[src/rtl/cpu_ctrl_pkg.sv]
`default_nettype none
// ============================================================================
//  Module      : cpu_ctrl_pkg
//  Description : Opcode map, sequencer state encoding and opcode-class
//                helper functions shared by the 16-bit CPU control path.
//  Revision    : 1.0  initial multi-cycle sequencer release
// ============================================================================
package cpu_ctrl_pkg;

    // Architectural opcode field is 4 bits; wider instruction fields must
    // carry zeros above bit 3.
    localparam int c_op_bits = 4;

    localparam logic [c_op_bits-1:0] c_op_nop   = 4'h0;
    localparam logic [c_op_bits-1:0] c_op_add   = 4'h1;
    localparam logic [c_op_bits-1:0] c_op_sub   = 4'h2;
    localparam logic [c_op_bits-1:0] c_op_and   = 4'h3;
    localparam logic [c_op_bits-1:0] c_op_or    = 4'h4;
    localparam logic [c_op_bits-1:0] c_op_xor   = 4'h5;
    localparam logic [c_op_bits-1:0] c_op_shl   = 4'h6;
    localparam logic [c_op_bits-1:0] c_op_mul   = 4'h7;
    localparam logic [c_op_bits-1:0] c_op_load  = 4'h8;
    localparam logic [c_op_bits-1:0] c_op_store = 4'h9;
    localparam logic [c_op_bits-1:0] c_op_jmp   = 4'hA;
    localparam logic [c_op_bits-1:0] c_op_jz    = 4'hB;
    localparam logic [c_op_bits-1:0] c_op_halt  = 4'hF;

    // Sequencer states; 3-bit encoding, FETCH is the reset state.
    typedef enum logic [2:0] {
        S_FETCH     = 3'd0,
        S_DECODE    = 3'd1,
        S_OPERAND   = 3'd2,
        S_EXECUTE   = 3'd3,
        S_MEM       = 3'd4,
        S_WRITEBACK = 3'd5,
        S_HALT      = 3'd6,
        S_TRAP      = 3'd7
    } state_t;

    // Register-to-register ALU work, including the multi-cycle MUL.
    function automatic logic is_alu(input logic [c_op_bits-1:0] op);
        return (op >= c_op_add) && (op <= c_op_mul);
    endfunction

    // Opcodes that need the second operand latch. SHL shifts by one and
    // is therefore unary.
    function automatic logic is_binary(input logic [c_op_bits-1:0] op);
        return ((op >= c_op_add) && (op <= c_op_xor)) ||
               (op == c_op_mul) || (op == c_op_store);
    endfunction

    // Opcodes that use the data memory port.
    function automatic logic is_mem(input logic [c_op_bits-1:0] op);
        return (op == c_op_load) || (op == c_op_store);
    endfunction

    // Opcodes that may redirect the PC.
    function automatic logic is_branch(input logic [c_op_bits-1:0] op);
        return (op == c_op_jmp) || (op == c_op_jz);
    endfunction

    // C, D and E are unassigned and raise the trap.
    function automatic logic is_legal(input logic [c_op_bits-1:0] op);
        return (op < 4'hC) || (op == c_op_halt);
    endfunction

endpackage : cpu_ctrl_pkg
`default_nettype wire

[src/rtl/control_fsm.sv]
`default_nettype none
// ============================================================================
//  Module      : control_fsm
//  Description : Multi-cycle control sequencer. Steps each instruction
//                through FETCH/DECODE/OPERAND/EXECUTE/MEM/WRITEBACK and
//                drives datapath load/increment strobes, the memory
//                request handshake, branch, halt and illegal-opcode trap.
//  Revision    : 1.0  initial multi-cycle sequencer release
// ============================================================================
module control_fsm
    import cpu_ctrl_pkg::*;
#(
    parameter int OPCODE_W   = 4,
    parameter int ALU_OP_W   = 3,
    parameter int MUL_CYCLES = 4
) (
    input  logic                clk,
    input  logic                rst_n,
    input  logic [OPCODE_W-1:0] opcode,
    input  logic                mem_ready,
    input  logic                zero_flag,
    output logic                mem_req,
    output logic                mem_we,
    output logic                ins_load,
    output logic                op1_load,
    output logic                op2_load,
    output logic [ALU_OP_W-1:0] alu_op,
    output logic                pc_inc,
    output logic                pc_load,
    output logic                reg_load,
    output logic                halted,
    output logic                trap
);

    // MUL iteration counter sized to hold 0..MUL_CYCLES-1.
    localparam int c_cnt_w = (MUL_CYCLES > 1) ? $clog2(MUL_CYCLES) : 1;
    localparam logic [c_cnt_w-1:0] c_mul_last = c_cnt_w'(MUL_CYCLES - 1);

    state_t               r_state;
    state_t               w_next_state;
    logic [c_op_bits-1:0] r_opcode;
    logic [c_cnt_w-1:0]   r_mul_cnt;
    logic [c_op_bits-1:0] w_dec_op;
    logic                 w_upper_nz;
    logic                 w_dec_illegal;
    logic                 w_mul_last;

    assign w_dec_op = opcode[c_op_bits-1:0];

    // Any set bit above the architectural opcode field makes it illegal.
    generate
        if (OPCODE_W > c_op_bits) begin : g_upper_bits
            assign w_upper_nz = |opcode[OPCODE_W-1:c_op_bits];
        end else begin : g_no_upper_bits
            assign w_upper_nz = 1'b0;
        end
    endgenerate

    assign w_dec_illegal = w_upper_nz || !is_legal(w_dec_op);
    assign w_mul_last    = (r_mul_cnt == c_mul_last);

    // State register.
    always_ff @(posedge clk or negedge rst_n) begin
        if (!rst_n) begin
            r_state <= S_FETCH;
        end else begin
            r_state <= w_next_state;
        end
    end

    // Capture the opcode in DECODE; later changes on the IR bus are ignored.
    always_ff @(posedge clk or negedge rst_n) begin
        if (!rst_n) begin
            r_opcode <= '0;
        end else if (r_state == S_DECODE) begin
            r_opcode <= w_dec_op;
        end
    end

    // Count MUL execute cycles; cleared on leaving EXECUTE so each MUL
    // starts from zero.
    always_ff @(posedge clk or negedge rst_n) begin
        if (!rst_n) begin
            r_mul_cnt <= '0;
        end else if ((r_state == S_EXECUTE) && (r_opcode == c_op_mul) && !w_mul_last) begin
            r_mul_cnt <= r_mul_cnt + 1'b1;
        end else begin
            r_mul_cnt <= '0;
        end
    end

    // Next-state and strobe decode. Strobes are Moore outputs except the
    // FETCH handshake and the JZ pc_load, and are all forced low in reset.
    always_comb begin
        w_next_state = r_state;
        mem_req      = 1'b0;
        mem_we       = 1'b0;
        ins_load     = 1'b0;
        op1_load     = 1'b0;
        op2_load     = 1'b0;
        alu_op       = '0;
        pc_inc       = 1'b0;
        pc_load      = 1'b0;
        reg_load     = 1'b0;
        halted       = 1'b0;
        trap         = 1'b0;

        case (r_state)
            S_FETCH: begin
                mem_req = 1'b1;
                if (mem_ready) begin
                    ins_load     = 1'b1;
                    pc_inc       = 1'b1;
                    w_next_state = S_DECODE;
                end
            end

            S_DECODE: begin
                if (w_dec_illegal) begin
                    w_next_state = S_TRAP;
                end else if (w_dec_op == c_op_halt) begin
                    w_next_state = S_HALT;
                end else if (w_dec_op == c_op_nop) begin
                    w_next_state = S_FETCH;
                end else if (is_branch(w_dec_op)) begin
                    w_next_state = S_EXECUTE;
                end else begin
                    w_next_state = S_OPERAND;
                end
            end

            S_OPERAND: begin
                op1_load     = 1'b1;
                op2_load     = is_binary(r_opcode);
                w_next_state = is_mem(r_opcode) ? S_MEM : S_EXECUTE;
            end

            S_EXECUTE: begin
                if (is_branch(r_opcode)) begin
                    pc_load      = (r_opcode == c_op_jmp) || zero_flag;
                    w_next_state = S_FETCH;
                end else begin
                    alu_op = ALU_OP_W'(r_opcode);
                    if ((r_opcode != c_op_mul) || w_mul_last) begin
                        w_next_state = S_WRITEBACK;
                    end
                end
            end

            S_MEM: begin
                mem_req = 1'b1;
                mem_we  = (r_opcode == c_op_store);
                if (mem_ready) begin
                    w_next_state = (r_opcode == c_op_store) ? S_FETCH : S_WRITEBACK;
                end
            end

            S_WRITEBACK: begin
                reg_load     = 1'b1;
                w_next_state = S_FETCH;
            end

            S_HALT: begin
                halted = 1'b1;
            end

            S_TRAP: begin
                trap = 1'b1;
            end

            default: begin
                w_next_state = S_FETCH;
            end
        endcase

        if (!rst_n) begin
            w_next_state = S_FETCH;
            mem_req      = 1'b0;
            mem_we       = 1'b0;
            ins_load     = 1'b0;
            op1_load     = 1'b0;
            op2_load     = 1'b0;
            alu_op       = '0;
            pc_inc       = 1'b0;
            pc_load      = 1'b0;
            reg_load     = 1'b0;
            halted       = 1'b0;
            trap         = 1'b0;
        end
    end

endmodule : control_fsm
`default_nettype wire

[config.mk]
export PLATFORM = sky130hd
export DESIGN_NAME = control_fsm
export DESIGN_NICKNAME = d
export VERILOG_FILES = /design/src/rtl/cpu_ctrl_pkg.sv /design/src/rtl/control_fsm.sv
export SDC_FILE = /design/constraint.sdc
export NUM_CORES = 1
export LEC_CHECK = 0
export ABC_AREA = 1
export BUFFER_PORTS_ARGS = -buffer_cell sky130_fd_sc_hd__buf_2
export CAP_MARGIN = 20
export CORE_MARGIN = 8
export CORE_UTILIZATION = 51
export CTS_CLUSTER_SIZE = 28
export DETAILED_ROUTE_END_ITERATION = 8
export PLACE_DENSITY = 0.83
export SLEW_MARGIN = 0
export SYNTH_ARGS = -nofsm -noshare
export SYNTH_HDL_FRONTEND = slang
export SYNTH_SLANG_ARGS = --single-unit
export TNS_END_PERCENT = 20
[constraint.sdc]
create_clock -name clk -period 2.5 [get_ports clk]
set_input_delay 0.25 -clock clk [delete_from_list [all_inputs] [get_ports clk]]
set_output_delay 0.25 -clock clk [all_outputs]
set_load 0.01 [all_outputs]
Word level (Yosys, flattened, before mapping) --
Cells that the tools add are included.
Operators by class: multiplexer cells 36, reductions and logical operators 16, equality and inequality tests 21, $add $sub $neg 1, $lt $le $gt $ge 3
Operators by type and width (count):
- 3-bit two-way mux | 12
- 4-bit equality test (second input constant) | 7
- 1-bit two-way mux | 21
- 3-bit case mux with 6 select lines | 1
- 3-bit equality test (second input constant) | 4
- 1-bit logical OR | 8
- 7-bit by 1-bit inequality test with 1-bit output (second input constant) | 1
- 3-bit by 2-bit equality test with 1-bit output (second input constant) | 2
- 3-bit inequality test (second input constant) | 2
- 4-bit by 3-bit equality test with 1-bit output (second input constant) | 1
- 4-bit by 1-bit >= comparator with 1-bit output (second input constant) | 1
- 4-bit by 3-bit <= comparator with 1-bit output (second input constant) | 1
- 4-bit zero test | 1
- 4-bit < comparator (second input constant) | 1
- 2-bit two-way mux | 2
- 4-bit by 2-bit inequality test with 1-bit output (second input constant) | 1
- 4-bit by 3-bit inequality test with 1-bit output (second input constant) | 1
- 4-bit AND reduction | 1
- 3-bit by 1-bit equality test with 1-bit output (second input constant) | 1
- 1-bit logical AND | 3
- 3-bit zero test | 1
- 2-bit by 1-bit adder with 2-bit output (second input constant) | 1
- 2-bit equality test (second input constant) | 1
- 2-bit OR reduction | 1
- 1-bit zero test | 1
Storage, ports and cells: input bits 8, logic and storage cells 80, output and inout bits 13, bits in registers 9

Logic depth before layout (Yosys ltp) --
depth after elaboration 8, mapped depth 9, gate-level depth less buffers 9

Least setup slack after synthesis --
Ideal clock, no wire load.
path kind reg2out, start point register r_state[1], end point output pc_inc, cell stages (with the launch flop) 6, slack 1.084 ns, data arrival time 1.166 ns, data required time 2.250 ns, path buffers 2, path through dfrtp_1 -> buf_6 -> nor2_4 -> nand2_2 -> nor3_1 -> buf_4
On the way: longest elaborated chain between the ends 3
RTL lines:
- start, declared | RTL line control_fsm.sv:39 | state_t r_state;
- start signal, assigned | RTL line control_fsm.sv:67 | r_state <= w_next_state;
- 3-bit zero test
- 1-bit two-way mux (2 in a row)
- end, declared | RTL line control_fsm.sv:28 | output logic pc_inc,
Every way passes these cells.

Final worst setup path --
start point input rst_n, end point output ins_load
On the way: longest elaborated chain between the ends 1
RTL lines:
- start, declared | RTL line control_fsm.sv:18 | input logic rst_n,
- 1-bit two-way mux | RTL line control_fsm.sv:176 | if (!rst_n) begin
- end, declared | RTL line control_fsm.sv:24 | output logic ins_load,
Every way passes these cells.

==> impl_results.md <==
- Yosys cell types: 20
- Die W: 54.43 µm
- Power consumption: around 0.00080 W
- Top Ports: 21
- Vias in the first global route: between 700 and 800
- Final hold slack: 0.2262 ns
- Pre-Repair DR Iteration Count: 4
- Setup TNS: 0 ns
- GPL Wtd Cong: 0.8206
- Clock Root Buffer: clkbuf_4
- Maxcap violations: 0
- Die Y: 54.43 µm
- Gr usage total: 12.84%
- Number of buffers created by CTS: 3
- Worst hold path class: in -> reg
- Initial antenna violation count: 0
- Synth top area share: 29.90%
- Avg Cell Area, Syn: 6.438 µm²
- Area leader, netlist: dfrtp_1
- Clk sinks: 9
- Req. time, crit path: 2.25 ns
- Final antenna-violating net count: 0
- Max Slew Vio Count: 0
- Layout cells sized above 1: 26.81%
- Area delta synth->final: 15.78%
- Highest Clock Rate: 517.5 MHz
- ANT cells: 0
- Crit Reg-Reg Startpoint: r_state[1]$_DFFE_PN0P_
- Syn_nets: 126
- Most common library cell in the layout ignoring fill and taps: nand2_1
- Htree depth: 1
- Skew final: between 0.001 and 0.0015 ns
- # DRC: 0
- Tightest Pin Transition: around 0.4 ns
- Drt wl/cell: 10.91 µm
- DR vias/cell: approximately 5
- Initial DRC count: 14
- Clk slew on worst S/H paths: 0.05 ns
- Post-CTS Setup Inserts: 0
- P_leak: 0.5050 nW
- Die ar.: 2963 µm²
- Unrepaired setup endpoints after global routing: no
- Cells after synthesis: about 120
- First element of the critical path: rst_n
- CTS max path bufs: 2
- Pin count of the biggest net entering global routing: 15
- Most frequent cells in the layout: nand2_1 (30), nor2_1 (22), buf_2 (20)
- Post-DP HPWL: 1.452 mm
- # nets final: between 100 and 150
- Remaining Overflow, GRT: 0
- P per Cell Area: 913.3 nW/µm²
- CP endpoint kind: primary output
- Syn Std Cell Area: 753.2 µm²
- Status: finished clean
- Relative slew slack: 73.44%
- Initial core utilization: 52.44%
- Final Hold Vio Count: 0
- Core ar.: 1436 µm²
- YS warnings: 0
- Design Area, Final: 872.1 µm²
- Crit path max fanout: 14
- Row count: 14
- # port buffers: 20
- Fin crit share: 77.29%
- Total wire length: 1.680 mm
- DP Worst Slack: between 1 and 1.5 ns
- Worst-Skew Late Latency: 0.26 ns
- VDD IR max: 0.5267 mV
- First-pass GRT wire length: 2.822 mm
- Setup CP Type: in -> out
- Register bit total from synthesis: 9
- Top cells by area, synth: dfrtp_1 (30%), nand2_1 (15%), nor2_1 (11%)
- Final worst slack: about 0.57 ns
- DP Area: roughly 840 µm²
- Fin crit period: 1.932 ns
- Vias after detailed routing: about 770
- Final setup fails: 0
- Critical Path Source Type: input pin
- Hold Crit Start: opcode[1]
- TritonCTS clock tree: done
- Sequential share of the synthesized area: 29.90%
- CP arrival: 1.68 ns
flip-flops by register name, indices dropped and copies added, names as in the netlist:
| name | count |
|---|---|
| r_opcode | 4 |
| r_mul_cnt | 2 |
| r_state | 3 |
report_power, final:
part	internal, W	switching, W
Clock	0.0000612	0.0000461
Combinational	0.000146	0.000265
Sequential	0.000196	0.0000822
cell usage after synthesis:
master	count
inv_1	17
inv_2	2
buf_6	2
nand4_2	1
nand2_2	3
nand2_4	1
dfrtp_1	9
nor3_4	1
o21ai_0	5
o211ai_1	1
nand2_1	30
nor2_1	22
ha_1	1
nand3_1	6
nand3_2	2
nor3_1	5
nor2_2	3
o21ai_1	3
nor2_4	1
buf_4	2
cell families (layout without fill, tap and decap cells):
kind of cell / Yosys count / count (layout) / synth area share (%)
flip-flops: 9 / 9 / 29.90
adder cells (fa/ha/maj): 1 / 1 / 1.661
AND/OR/NAND/NOR: 75 / 75 / 47.68
AO/OA/AOI/OAI: 9 / 9 / 6.312
buffers and inverters: 23 / 44 / 14.45
worst paths after layout:
| check | end | slack, ns | depth (start not counted) |
|---|---|---|---|
| worst min register to register | r_mul_cnt[0]$_DFF_PN0_ | 0.43 | 1 |
| worst min-delay path | r_opcode[1]$_DFFE_PN0P_ | 0.23 | 3 |
| worst max-delay path | ins_load | 0.57 | 5 |
| min in group asynchronous | r_state[2]$_DFFE_PN0P_ | 0.40 | 2 |
| max in group asynchronous | r_mul_cnt[0]$_DFF_PN0_ | 1.87 | 2 |
| worst max register to register | r_state[2]$_DFFE_PN0P_ | 1.07 | 7 |
layout make-up:
cell class	instances	area (µm²)
Sequential cell	9	225.2
Tap cell	16	20.02
Clock buffer	4	26.28
Fill cell	154	564.3
Inverter	19	71.32
Timing Repair Buffer	21	110.1
Multi-Input combinational cell	85	419.2
per-layer routing:
metal	GRT usage, %	up-vias	part of all wire, %
li1	-	398	-
met4	9.016	0	2.6
met1	14.38	339	41
met3	1.902	5	8.3
met2	21.76	27	48
met5	0	-	0
through the flow:
step	instances	util (%)
floorplan	117	-
global placement	149	58.19
detailed placement	149	58.19
CTS	154	60.71
global route	154	60.71
finish	154	60.71
what timing repair did:
| action | CTS | global route |
|---|---|---|
| hold endpoints to repair | 9 | 0 |
| hold buffers | 1 | 0 |
| gates resized for setup | 0 | 0 |
worst max-delay path, stage by stage:
cell,delay [ns]
dlygate4sd3_1,0.52
buf_2,0.28
inv_1,0.20
nor3_1,0.25
buf_2,0.18
Power figures use the tool's default switching activity.
